==> config.mk <==
export PLATFORM = sky130hd
export DESIGN_NAME = elbeth_fetch_unit
export DESIGN_NICKNAME = d
export VERILOG_FILES = /design/src/rtl/elbeth_fetch_unit.sv
export SDC_FILE = /design/constraint.sdc
export NUM_CORES = 1
export LEC_CHECK = 0
export CAP_MARGIN = 20
export CORE_ASPECT_RATIO = 1.5
export CORE_MARGIN = 5
export CORE_UTILIZATION = 46
export CTS_CLUSTER_DIAMETER = 40
export DETAILED_ROUTE_END_ITERATION = 12
export HOLD_SLACK_MARGIN = 0.03
export PLACE_DENSITY = 0.87
export SLEW_MARGIN = 20
export SYNTH_ARGS = -nofsm -noshare
export SYNTH_HDL_FRONTEND = slang
export SYNTH_SLANG_ARGS = --single-unit
==> constraint.sdc <==
create_clock -name clk -period 2.95 [get_ports clk]
set_clock_uncertainty 0.2 [all_clocks]
set_input_delay 0.4425 -clock clk [delete_from_list [all_inputs] [get_ports clk]]
set_output_delay 0.4425 -clock clk [all_outputs]
set_load 0.02 [all_outputs]
==> src/rtl/elbeth_fetch_unit.sv <==
// Instruction-fetch stage: owns the PC, runs the imem req/ready handshake, and feeds IF/ID.
// Outputs are combinational off state/regs/inputs, so a tied-high imem_ready gives zero-cycle fetch.
module elbeth_fetch_unit #(
  parameter logic [31:0] RESET_PC = 32'h0000_0000,
  parameter logic [31:0] BUBBLE   = 32'h0000_0000
) (
  input  logic        clk,
  input  logic        rst,
  input  logic        ctrl_stall,
  input  logic        ex_redirect,
  input  logic [31:0] ex_target,
  output logic        imem_req,
  output logic [31:0] imem_addr,
  input  logic        imem_ready,
  input  logic [31:0] imem_rdata,
  output logic [31:0] if_instruction,
  output logic [31:0] if_pc,
  output logic        if_valid,
  output logic        if_stall_req
);

  typedef enum logic [1:0] {FETCH, HOLD, DRAIN} state_t;

  state_t      state;
  logic [31:0] pc;
  logic [31:0] req_addr;
  logic [31:0] hold_instr;
  logic [31:0] target;
  logic [31:0] pc_inc;

  assign target = ex_target & 32'hFFFF_FFFC;
  assign pc_inc = pc + 32'd4;

  always_ff @(posedge clk) begin
    if (rst) begin
      pc         <= RESET_PC;
      req_addr   <= RESET_PC;
      hold_instr <= '0;
      state      <= FETCH;
    end else begin
      case (state)
        FETCH: begin
          req_addr <= pc;
          if (ex_redirect) begin
            pc <= target;
            // A request that has not fired must still complete before refetching.
            if (!imem_ready) state <= DRAIN;
          end else if (imem_ready) begin
            if (ctrl_stall) begin
              hold_instr <= imem_rdata;
              state      <= HOLD;
            end else begin
              pc <= pc_inc;
            end
          end
        end
        HOLD: begin
          if (ex_redirect) begin
            pc    <= target;
            state <= FETCH;
          end else if (!ctrl_stall) begin
            pc    <= pc_inc;
            state <= FETCH;
          end
        end
        DRAIN: begin
          if (ex_redirect) pc <= target;
          if (imem_ready) state <= FETCH;
        end
        default: state <= FETCH;
      endcase
    end
  end

  always_comb begin
    imem_req       = 1'b0;
    imem_addr      = pc;
    if_valid       = 1'b0;
    if_instruction = BUBBLE;
    if_pc          = '0;
    if_stall_req   = 1'b0;
    if (!rst) begin
      case (state)
        FETCH: begin
          imem_req     = 1'b1;
          imem_addr    = pc;
          if_stall_req = !imem_ready;
          if (!ex_redirect && imem_ready && !ctrl_stall) begin
            if_valid       = 1'b1;
            if_instruction = imem_rdata;
            if_pc          = pc;
          end
        end
        HOLD: begin
          if (!ex_redirect) begin
            if_valid       = 1'b1;
            if_instruction = hold_instr;
            if_pc          = pc;
          end
        end
        DRAIN: begin
          imem_req     = 1'b1;
          imem_addr    = req_addr;
          if_stall_req = 1'b1;
        end
        default: ;
      endcase
    end
  end

endmodule
; ---- Yosys cells after proc, flatten, opt, wreduce, memory -nomap -nowiden
; Cells that the tools add are included.
[word_totals]
reg_bits = 98
latch_bits = 0
ramBits = 0
mem_bits_ro = 0
input_bits = 69
output_inout_bits = 99
word_cells = 57
n_memories = 0
[classes]
n_addsub = 1
n_mul = 0
div_mod_pow = 0
order_cmp = 0
eq_ne = 8
shifts = 0
mux = 32
bitwise = 1
reduce_logical = 11
[ops]
columns = operator, n
row1 = $mux 32, 13
row2 = $pmux 32 s2, 2
row3 = $pmux 32 s3, 1
row4 = $add 32x3->32 const B, 1
row5 = $mux 2, 7
row6 = $ne 3x3->1 const B, 4
row7 = $mux 1, 6
row8 = $pmux 2 s3, 1
row9 = $reduce_and 5->1, 1
row10 = $ne 2x2->1 const B, 2
row11 = $pmux 1 s2, 2
row12 = $reduce_and 4->1, 1
row13 = $logic_not 1->1, 3
row14 = $reduce_and 3->1, 1
row15 = $reduce_bool 3->1, 1
row16 = $eq 2x1->1 const B, 1
row17 = $eq 2x2->1 const B, 1
row18 = $logic_and 1x1->1, 2
row19 = $logic_not 2->1, 1
row20 = $reduce_or 2->1, 1
row21 = $not 1->1, 1

; ---- Logic depth before layout (Yosys ltp)
; Gate-level depths: netlist of the first run.
[depth]
ltp_word = 6
ltp_mapped = 8
ltp_nobuf = 6

; ---- Worst setup path before layout of the first run
; OpenSTA, ideal clock, no wires.
[synth_path]
path_type = register to output
from = register state[1]
to = output port if_pc[20]
arrival_ps = 1795
required_ps = 2308
setup_slack_ps = 513
stages_incl_launch_ff = 8
path_buffers = 2
cell_sequence = dfxtp_1 -> or2_1 -> clkbuf_1 -> nor4b_4 -> nor2_1 -> nor2_4 -> buf_2 -> and2_1
[synth_between]
elab_chain_len = 3
[synth_lines]
columns = item, line_no
row1 = "start, declared", 24  ; state_t state;
row2 = "start signal, assigned", 39  ; state <= FETCH;
row3 = "start signal, assigned", 47  ; if (!imem_ready) state <= DRAIN;
row4 = "start signal, assigned", 51  ; state <= HOLD;
row5 = $eq 2x1->1 or $logic_not 2->1 (tied branches), 83  ; case (state)
row6 = $pmux 32 s2 (*), 83
row7 = $mux 32 (*), 82  ; if (!rst) begin
row8 = "end, declared", 17  ; output logic [31:0] if_pc,
; Every way passes the cells marked *; elsewhere a longest branch is shown, timed or not.

; ---- Worst setup path after layout of the first run
[layout_path]
from = register state[1]
to = output port imem_addr[24]
[layout_between]
elab_chain_len = 3
[layout_lines]
columns = item, line_no
row1 = $eq 2x2->1, 83
row2 = $mux 32, 83
row3 = $mux 32, 82
row4 = "end, declared", 13  ; output logic [31:0] imem_addr,
; Every way passes these cells.

==> flow_summary.yaml, run 1 <==
status:
  status: "complete, no violations"
placed_design:
  place_ws_ps: -355
  gp_congestion: 0.906
  place_area_sq_um: 7150
  dp_hpwl_microns: 11700
  io_buffer_count: 161
  place_inst: 995
clock_network:
  cts-root-buf: "clkbuf_16"
  cts_sinks: 94
  numCtsBuffers: 9
  ctsLongestPathBuffers: 2
  path_clk_slew_ps: 60
  postCtsHoldBufs: 0
  tritoncts: "done"
  cts_max_level: 3
  clock_latency_ps: 340
yosys:
  async_reset_ff_frac: 0
  synth_top_area_cell: "dfxtp_1"
  synth_edf_count: 0
  synth_top_flop_cell: "dfxtp_1"
  netlist_area_sq_um: 5290
  yosysWarnings: 0
  ys_seq_area_frac: 0.356
  synth-seq-cells: 94
  synth_area_leaders: "dfxtp_1, nand2_1, a21oi_1"
  synth_top_area_frac: 0.356
  synth_cell_types: 64
  syn_avg_cell_area_sq_um: 7.39
  synthCells: 715
critical_path:
  crit_buf_inv: 4
  worstSetupPathType: "reg2out"
  cp-start-kind: "flop"
  rr_endpoint: "pc[20]"
  reg2regPathDepth: 6
  slowest_delay_ps: 640
  worst-path-max-fanout: 14
  r2r_start: "pc[2]"
  ff2ff_setup_slack_ps: 480
  end_kind: "output port"
  crit_chain: "buf_4, inv_1, nor3_4, buf_6, nand2_1, o21ai_0, clkdlybuf4s50_1"
  worstPathArrival_ps: 2200
  crit_slowest_cell: "clkdlybuf4s50_1"
  cpLargestDelayFamily: "buffers and inverters"
  cp.required_ps: 2310
global_routing:
  grt-ovfl-total: 0
  grt_pass1_wl_microns: 27000
  grt_pass1_vias: 5580
  antenna_found_initial: 0
  grt_util_all_layers: 0.237
  grt_max_degree: 41
sta:
  period_minus_slack_ps: 2840
  fmaxAchievable_mhz: 352
  tightest_slew_ps: 717
  rsz0062_at_grt: "false"
  maxSlewViolCount: 0
  final_hold_viol_count: 0
  fin_crit_sh: 0.963
  hold_ws_ps: 251
  slew_headroom: 0.518
  fin_ws_ps: 109
  setup_viol: 0
  fin_setup_tns_ps: 0
route:
  first_pass_iters: 5
  wl_per_cell_microns: 16.6
  postRouteAntennaNets: 0
  drc: 0
  totalWireLength_microns: 16800
  drt_iter0_drc: 321
  vias: 5840
  viasPerCell: 5.77
die:
  coreArea_sq_um: 11400
  die_x_microns: 97.5
  die_h_microns: 141
  rows: 48
  initial_core_util: 0.463
  dieArea_sq_um: 13800
  io_pins: 168
layout:
  drive_gt1_frac: 0.114
  ff_latch_area_sq_um: 1880
  finalInstanceArea_sq_um: 7400
  nets: 927
  diodes: 0
  area_growth_pct: 40.0
  postLayoutCoreUtil: 0.648
  final_cells: 1012
  multi_input_area_sq_um: 3130
  fillers: 1021
power:
  ir_worst_vdd_uv: 335
  power_leakage_nw: 3.07
  p_total_mw: 3.30
  p_per_area_nw_per_um2: 447
run:
  drv_cap: 0
min_path:
  hp-class: "reg2reg"
  hold_path.startpoint: "req_addr[11]"
  worstHoldPathCells: 2
  min_to: "req_addr[11]"
[cells by family after synthesis]
logic type | count (synthesis) | share of synthesized area
other cells | 1 | 0.000709
buf+inv | 73 | 0.0596
mux | 29 | 0.0618
xor+xnor | 1 | 0.00166
simple gates | 324 | 0.285
fa+ha+maj | 1 | 0.00237
compound gates | 192 | 0.233
flops | 94 | 0.356
[how the worst max path moves through the flow]
| stage | from | to | slack [ps] | cells past startpoint |
|---|---|---|---|---|
| final | state[1] | imem_addr[24] | 110 | 7 |
| after global routing | state[1] | if_pc[22] | 30 | 8 |
| after CTS | state[1] | imem_addr[13] | 2 | 6 |
| after detailed placement | ex_redirect | if_pc[2] | -350 | 8 |
| after global placement | ex_redirect | if_pc[23] | -240 | 8 |
| after floorplan | state[1] | if_pc[20] | 510 | 7 |
[cell type report]
cell class | instances | share of cell area
Multi-Input combinational cell | 551 | 0.424
Sequential cell | 94 | 0.254
Clock buffer | 11 | 0.0328
Clock inverter | 5 | 0.0112
Tap cell | 150 | 0.0254
Timing Repair Buffer | 195 | 0.250
Inverter | 6 | 0.00304
[layer usage]
metal / global-route usage / part of all wire
met5: 0 / 0
met1: 0.261 / 0.37
met2: 0.430 / 0.52
met3: 0.0625 / 0.082
met4: 0.0948 / 0.023
[worst register-to-register path: cells and delay by family (launching register included)]
family / cells / cell delay [ps]
flops: 1 / 540
fa+ha+maj: 1 / 280
compound gates: 1 / 240
simple gates: 4 / 1120
[sequential cells by signal (all words and copies together), names as in the netlist]
name and cells:
pc 30, hold_instr 32, state 2, req_addr 30
[Yosys cell counts, types with 5 or more instances]
cell / number
nand2_1: 159
dfxtp_1: 94
a21oi_1: 77
nor2_1: 58
clkbuf_1: 40
a22oi_1: 36
and2_1: 30
mux2_2: 29
o21ai_0: 23
nand3_1: 20
buf_2: 17
nor3_1: 13
nand4_1: 10
a31oi_1: 6
inv_1: 6
a32o_1: 5
buf_4: 5
nor4_1: 5
[timing repair]
action | in CTS | in global routing
endpoints found under the setup margin | 75 | 23
gates resized for setup | 91 | 5
pin swaps | 1 | 1
setup buffers | 0 | 1
[cells in the final DEF, fill, tap and decap left out, types with 10 or more instances in the layout]
| master | instances |
|---|---|
| nand2_1 | 159 |
| dfxtp_1 | 94 |
| dlygate4sd2_1 | 87 |
| a21oi_1 | 77 |
| clkdlybuf4s50_1 | 68 |
| nor2_1 | 56 |
| a22oi_1 | 36 |
| mux2_2 | 29 |
| and2_1 | 29 |
| buf_4 | 28 |
| o21ai_0 | 23 |
| nand3_1 | 20 |
| nor3_1 | 13 |
| nand4_1 | 10 |
[power by group]
group / internal [mW] / leakage [nW] / total, mW / switching [mW]
registers: 1.34 / 0.768 / 1.42 / 0.0819
clock network: 0.768 / 0.160 / 1.27 / 0.499
logic: 0.283 / 2.14 / 0.617 / 0.334
Note: power is estimated with default switching activity, not from simulation.
==> inputs of run 2 (changes only) <==
Settings changed: CAP_MARGIN 20 to default, GPL_TIMING_DRIVEN from default to 0, SETUP_SLACK_MARGIN from default to 0.1.
==> run 2 against run 1 <==
  * Combinational power is 8.1% higher
  * Setup slack worse by 33 ps
  * Global-route usage is 2.7 points higher
  * Critical path depth is 3 higher
  * Routed wire length is 14% higher
  * Non-clock buffer count is 46 higher
  * Clock power is 6% lower
  * Cell count is 4.5% higher
  * Largest cell class unchanged
  * Largest power group unchanged
==> flow_summary.yaml, run 2 (same netlist as run 1, synthesis figures left out) <==
status:
  status: "complete, no violations"
layout:
  multi_input_area_sq_um: 3140
  area_growth_pct: 39.7
  diodes: 0
  ff_latch_area_sq_um: 1890
  mostFrequentLayoutCells: "nand2_1, dfxtp_1, a21oi_1"
  regMostFlops: "hold_instr"
  drive_gt1_frac: 0.195
  fillers: 1029
  final_common_cell: "nand2_1"
  largest_reg_flops: 32
  nets: 973
  reg_top3: "hold_instr x32, pc x30, req_addr x30"
  postLayoutCoreUtil: 0.647
  final_cells: 1058
critical_path:
  ff2ff_setup_slack_ps: 420
  reg2regPathDepth: 7
  worstPathArrival_ps: 2230
  worst-path-max-fanout: 7
  cp-start-kind: "flop"
  r2r_start: "state[0]"
  rr_endpoint: "pc[7]"
  end_kind: "output port"
  worstSetupPathType: "reg2out"
  cp.required_ps: 2310
sta:
  rsz0062_at_grt: "true"
  final_hold_viol_count: 0
  period_minus_slack_ps: 2870
  maxSlewViolCount: 0
  tightest_slew_ps: 825
  fmaxAchievable_mhz: 348
  fin_crit_sh: 0.974
  setup_viol: 0
  hold_ws_ps: 253
  fin_ws_ps: 75.6
  slew_headroom: 0.446
power:
  p_total_mw: 3.28
  power_leakage_nw: 2.96
  p_per_area_nw_per_um2: 443
  ir_worst_vdd_uv: 333
min_path:
  worstHoldPathCells: 2
  min_to: "req_addr[16]"
  hold_path.startpoint: "req_addr[16]"
  hp-class: "reg2reg"
clock_network:
  tritoncts: "done"
  cts_sinks: 94
  postCtsHoldBufs: 0
  ctsLongestPathBuffers: 2
  numCtsBuffers: 9
  clock_latency_ps: 350
  cts-root-buf: "clkbuf_16"
  path_clk_slew_ps: 70
  cts_max_level: 3
placed_design:
  io_buffer_count: 161
  place_inst: 1029
  place_ws_ps: -777
  gp_congestion: 0.987
  dp_hpwl_microns: 13600
die:
  die_x_microns: 97.5
  initial_core_util: 0.463
  rows: 48
  coreArea_sq_um: 11400
  dieArea_sq_um: 13800
  die_h_microns: 141
  io_pins: 168
global_routing:
  grt_pass1_vias: 6061
  grt_pass1_wl_microns: 29700
  grt-ovfl-total: 0
  grt_max_degree: 15
  grt_util_all_layers: 0.264
  antenna_found_initial: 0
route:
  viasPerCell: 5.88
  first_pass_iters: 5
  drt_iter0_drc: 494
  vias: 6222
  postRouteAntennaNets: 0
  drc: 0
  wl_per_cell_microns: 18.0
  totalWireLength_microns: 19000
run:
  drv_cap: 0
-- run 2: worst max-delay path by stage --
stage	start	end	slack, ps	depth (start not counted)
after floorplan	state[1]	if_pc[20]	510	7
after global placement	ex_redirect	if_pc[27]	-790	8
after detailed placement	ex_redirect	if_pc[21]	-780	8
after CTS	state[1]	if_instruction[1]	30	8
after global routing	state[1]	if_pc[18]	20	10
final	state[1]	if_pc[18]	80	10
-- run 2: critical path, cell delays in order (launching register included) --
cell	delay, ps
dfxtp_4	360
or2_1	220
buf_6	130
nor4b_4	290
buf_4	160
nor2_4	50
nor2_4	150
buf_6	150
clkbuf_16	140
and2_4	130
buf_6	110
-- run 2: power breakdown --
group / total (mW) / switching, mW / internal (mW)
logic: 0.667 / 0.384 / 0.284
clock network: 1.20 / 0.501 / 0.703
registers: 1.40 / 0.0657 / 1.34
total: 3.28 / 0.951 / 2.32
-- run 2: per-stage QoR --
stage	setup TNS, ps	instance area (sq um)
2_1_floorplan	0	5300
4_1_cts	0	7350
6_report	0	7390
3_3_place_gp	-47930	7100
3_5_place_dp	-48290	7100
5_1_grt	0	7390
-- run 2: what timing repair did --
action | CTS | global route
pin swaps | 4 | 6
setup endpoints to repair | 94 | 68
resized for setup | 290 | 71
setup buffers | 7 | 5
cloned | 0 | 1
-- run 2: area by class of cell --
cell class | count | share of cell area
clock inverters | 3 | 0.00576
repair buffers | 174 | 0.199
well taps | 150 | 0.0254
inverters | 6 | 0.00305
flip-flops and latches | 94 | 0.255
plain buffers | 67 | 0.0506
multi-input cells | 551 | 0.426
clock buffers | 13 | 0.0352
-- run 2: layer usage --
| layer | GRT usage | wire, microns | vias up |
|---|---|---|---|
| met1 | 0.277 | 6460 | 2838 |
| met2 | 0.469 | 9620 | 398 |
| met4 | 0.136 | 863 | 0 |
| met3 | 0.0831 | 2080 | 96 |
| li1 | - | - | 2890 |
| met5 | 0 | 0 | - |
==> inputs of run 3 (changes only) <==
Settings changed: RECOVER_POWER from default to 25, REMOVE_ABC_BUFFERS from default to 1.
==> run 3 against run 2 <==
  * Global-route usage decreased by 1.5 points
  * Sequential share of layout area decreased by 0.21 points
  * Clock power decreased by 7%
  * Sequential power about the same
  * Cell area increased by 0.85%
  * Maximum frequency about the same
  * Worst hold slack got worse by 17 ps
  * Largest power group unchanged
  * Combinational power decreased by 5.5%
  * Utilization increased by 0.55 points
  * Total power decreased by 3.0%
==> flow_summary.yaml, run 3 (same netlist as run 1, synthesis figures left out) <==
power:
  clkPwrFrac: 0.354
  power_leakage_nw: 3.02
  p_per_area_nw_per_um2: 427
  power_frac_seq: 0.448
  netSwitchingFraction: 0.286
  pwr-share-comb: 0.198
  ir_worst_vdd_uv: 309
  p_switching_uw: 909
  p_int_mw: 2.27
layout:
  ff_latch_area_sq_um: 1890
  postLayoutCoreUtil: 0.653
  drive_gt1_frac: 0.164
  reg_top3: "hold_instr x32, pc x30, req_addr x30"
  final_common_cell: "nand2_1"
  final_cells: 1016
  mostFrequentLayoutCells: "nand2_1, dfxtp_1, a21oi_1"
  nets: 931
  largest_reg_flops: 32
  area_growth_pct: 40.9
  multi_input_area_sq_um: 3230
  diodes: 0
  fillers: 1005
  finalInstanceArea_sq_um: 7450
  regMostFlops: "hold_instr"
route:
  totalWireLength_microns: 17900
  top_layer: "met4"
  wl_per_cell_microns: 17.6
  wl_met2_microns: 9170
  wl_met3_microns: 1240
  wl_met1_microns: 7060
  postRouteAntennaNets: 0
  vias: 5865
  first_pass_iters: 5
  drt_iter0_drc: 445
  drc: 0
  viasPerCell: 5.77
sta:
  maxSlewViolCount: 0
  final_hold_viol_count: 0
  hold_ws_ps: 236
  period_minus_slack_ps: 2870
  tightest_slew_ps: 1020
  fin_setup_tns_ps: 0
  fin_crit_sh: 0.974
  fmaxAchievable_mhz: 348
  rsz0062_at_grt: "true"
  setup_viol: 0
  slew_headroom: 0.320
critical_path:
  slowest_delay_ps: 350
  worst-path-max-fanout: 6
  end_kind: "output port"
  cp-start-kind: "flop"
  cpLargestDelayFamily: "simple AND/OR/NAND/NOR gates"
  crit_slowest_cell: "dfxtp_4"
  crit_top_cell: "buf_6"
  r2r_start: "state[0]"
  worstPathArrival_ps: 2230
  crit_buf_inv: 5
  crit_chain: "or2_4, nor4b_4, buf_6, buf_12, nor2_4, nor2_4, buf_6, buf_4, and2_4, buf_6"
  cp.required_ps: 2310
  worstSetupPathType: "reg2out"
  crit_start: "state[1]"
global_routing:
  grt_pass1_vias: 5491
  grt_max_degree: 61
  grt_pass1_wl_microns: 28200
  grt_util_all_layers: 0.248
  antenna_found_initial: 0
  grt-ovfl-total: 0
die:
  initial_core_util: 0.463
  rows: 48
  coreArea_sq_um: 11400
  io_pins: 168
  die_h_microns: 141
  die_x_microns: 97.5
  dieArea_sq_um: 13800
clock_network:
  ctsLongestPathBuffers: 2
  path_clk_slew_ps: 60
  cts_sinks: 94
  clock_latency_ps: 340
  cts_max_level: 3
  tritoncts: "done"
  numCtsBuffers: 9
  cts-root-buf: "clkbuf_16"
min_path:
  hold_path.startpoint: "rst"
  hp-class: "in2reg"
placed_design:
  dp_hpwl_microns: 11500
  place_area_sq_um: 7020
  place_inst: 973
  gp_congestion: 0.881
  io_buffer_count: 161
status:
  status: "complete, no violations"
run:
  drv_cap: 0
## run 3: cell types whose count changed in the layout (fill, tap and decap cells not counted), sizes merged, moves of 3 or more
cell           change
buf               -41
dlygate4sd2       +22
clkdlybuf4s50      -3
clkbuf            -29
clkdlybuf4s15      +3
dlymetal6s2s       +5
## run 3: through the flow
step | total power [mW] | setup WS (ps)
6_report | 3.18 | 75.6
5_1_grt | 3.31 | -4.99
4_1_cts | 3.18 | 4.20
3_5_place_dp | 2.07 | -1560
3_3_place_gp | 2.03 | -4390
2_1_floorplan | 1.73 | -511
## run 3: layer usage
layer / track usage / up-vias
met4: 0.0824 / 0
met5: 0 / -
met1: 0.294 / 2759
met3: 0.0457 / 28
met2: 0.451 / 270
li1: - / 2808
## run 3: area by class of cell
class / instances / share of cell area
multi-input combinational: 555 / 0.433
sequential: 94 / 0.253
timing repair buffer: 195 / 0.247
clock buffer: 16 / 0.0378
tap: 150 / 0.0252
inverter: 6 / 0.00353
## run 3: what timing repair did
| action | CTS | global route |
|---|---|---|
| endpoints found under the setup margin | 93 | 47 |
| resized for setup | 221 | 27 |
| cloned | 4 | 1 |
| pin swaps | 7 | 6 |
| hold buffers | 0 | 0 |
| buffers inserted | 15 | 7 |
## run 3: power groups by stage
stage / logic, mW / registers (mW) / clock network [mW]
2_1_floorplan: 0.311 / 1.42 / 0
3_3_place_gp: 0.585 / 1.45 / 0
3_5_place_dp: 0.618 / 1.45 / 0
4_1_cts: 0.624 / 1.42 / 1.14
5_1_grt: 0.683 / 1.43 / 1.20
6_report: 0.630 / 1.42 / 1.12
## run 3: worst paths after layout
check	endpoint	cells past startpoint	slack, ps
hold / removal	hold_instr[18]	2	240
hold reg to reg	req_addr[20]	2	250
setup reg to reg	pc[22]	6	370
setup / recovery	if_pc[25]	10	80
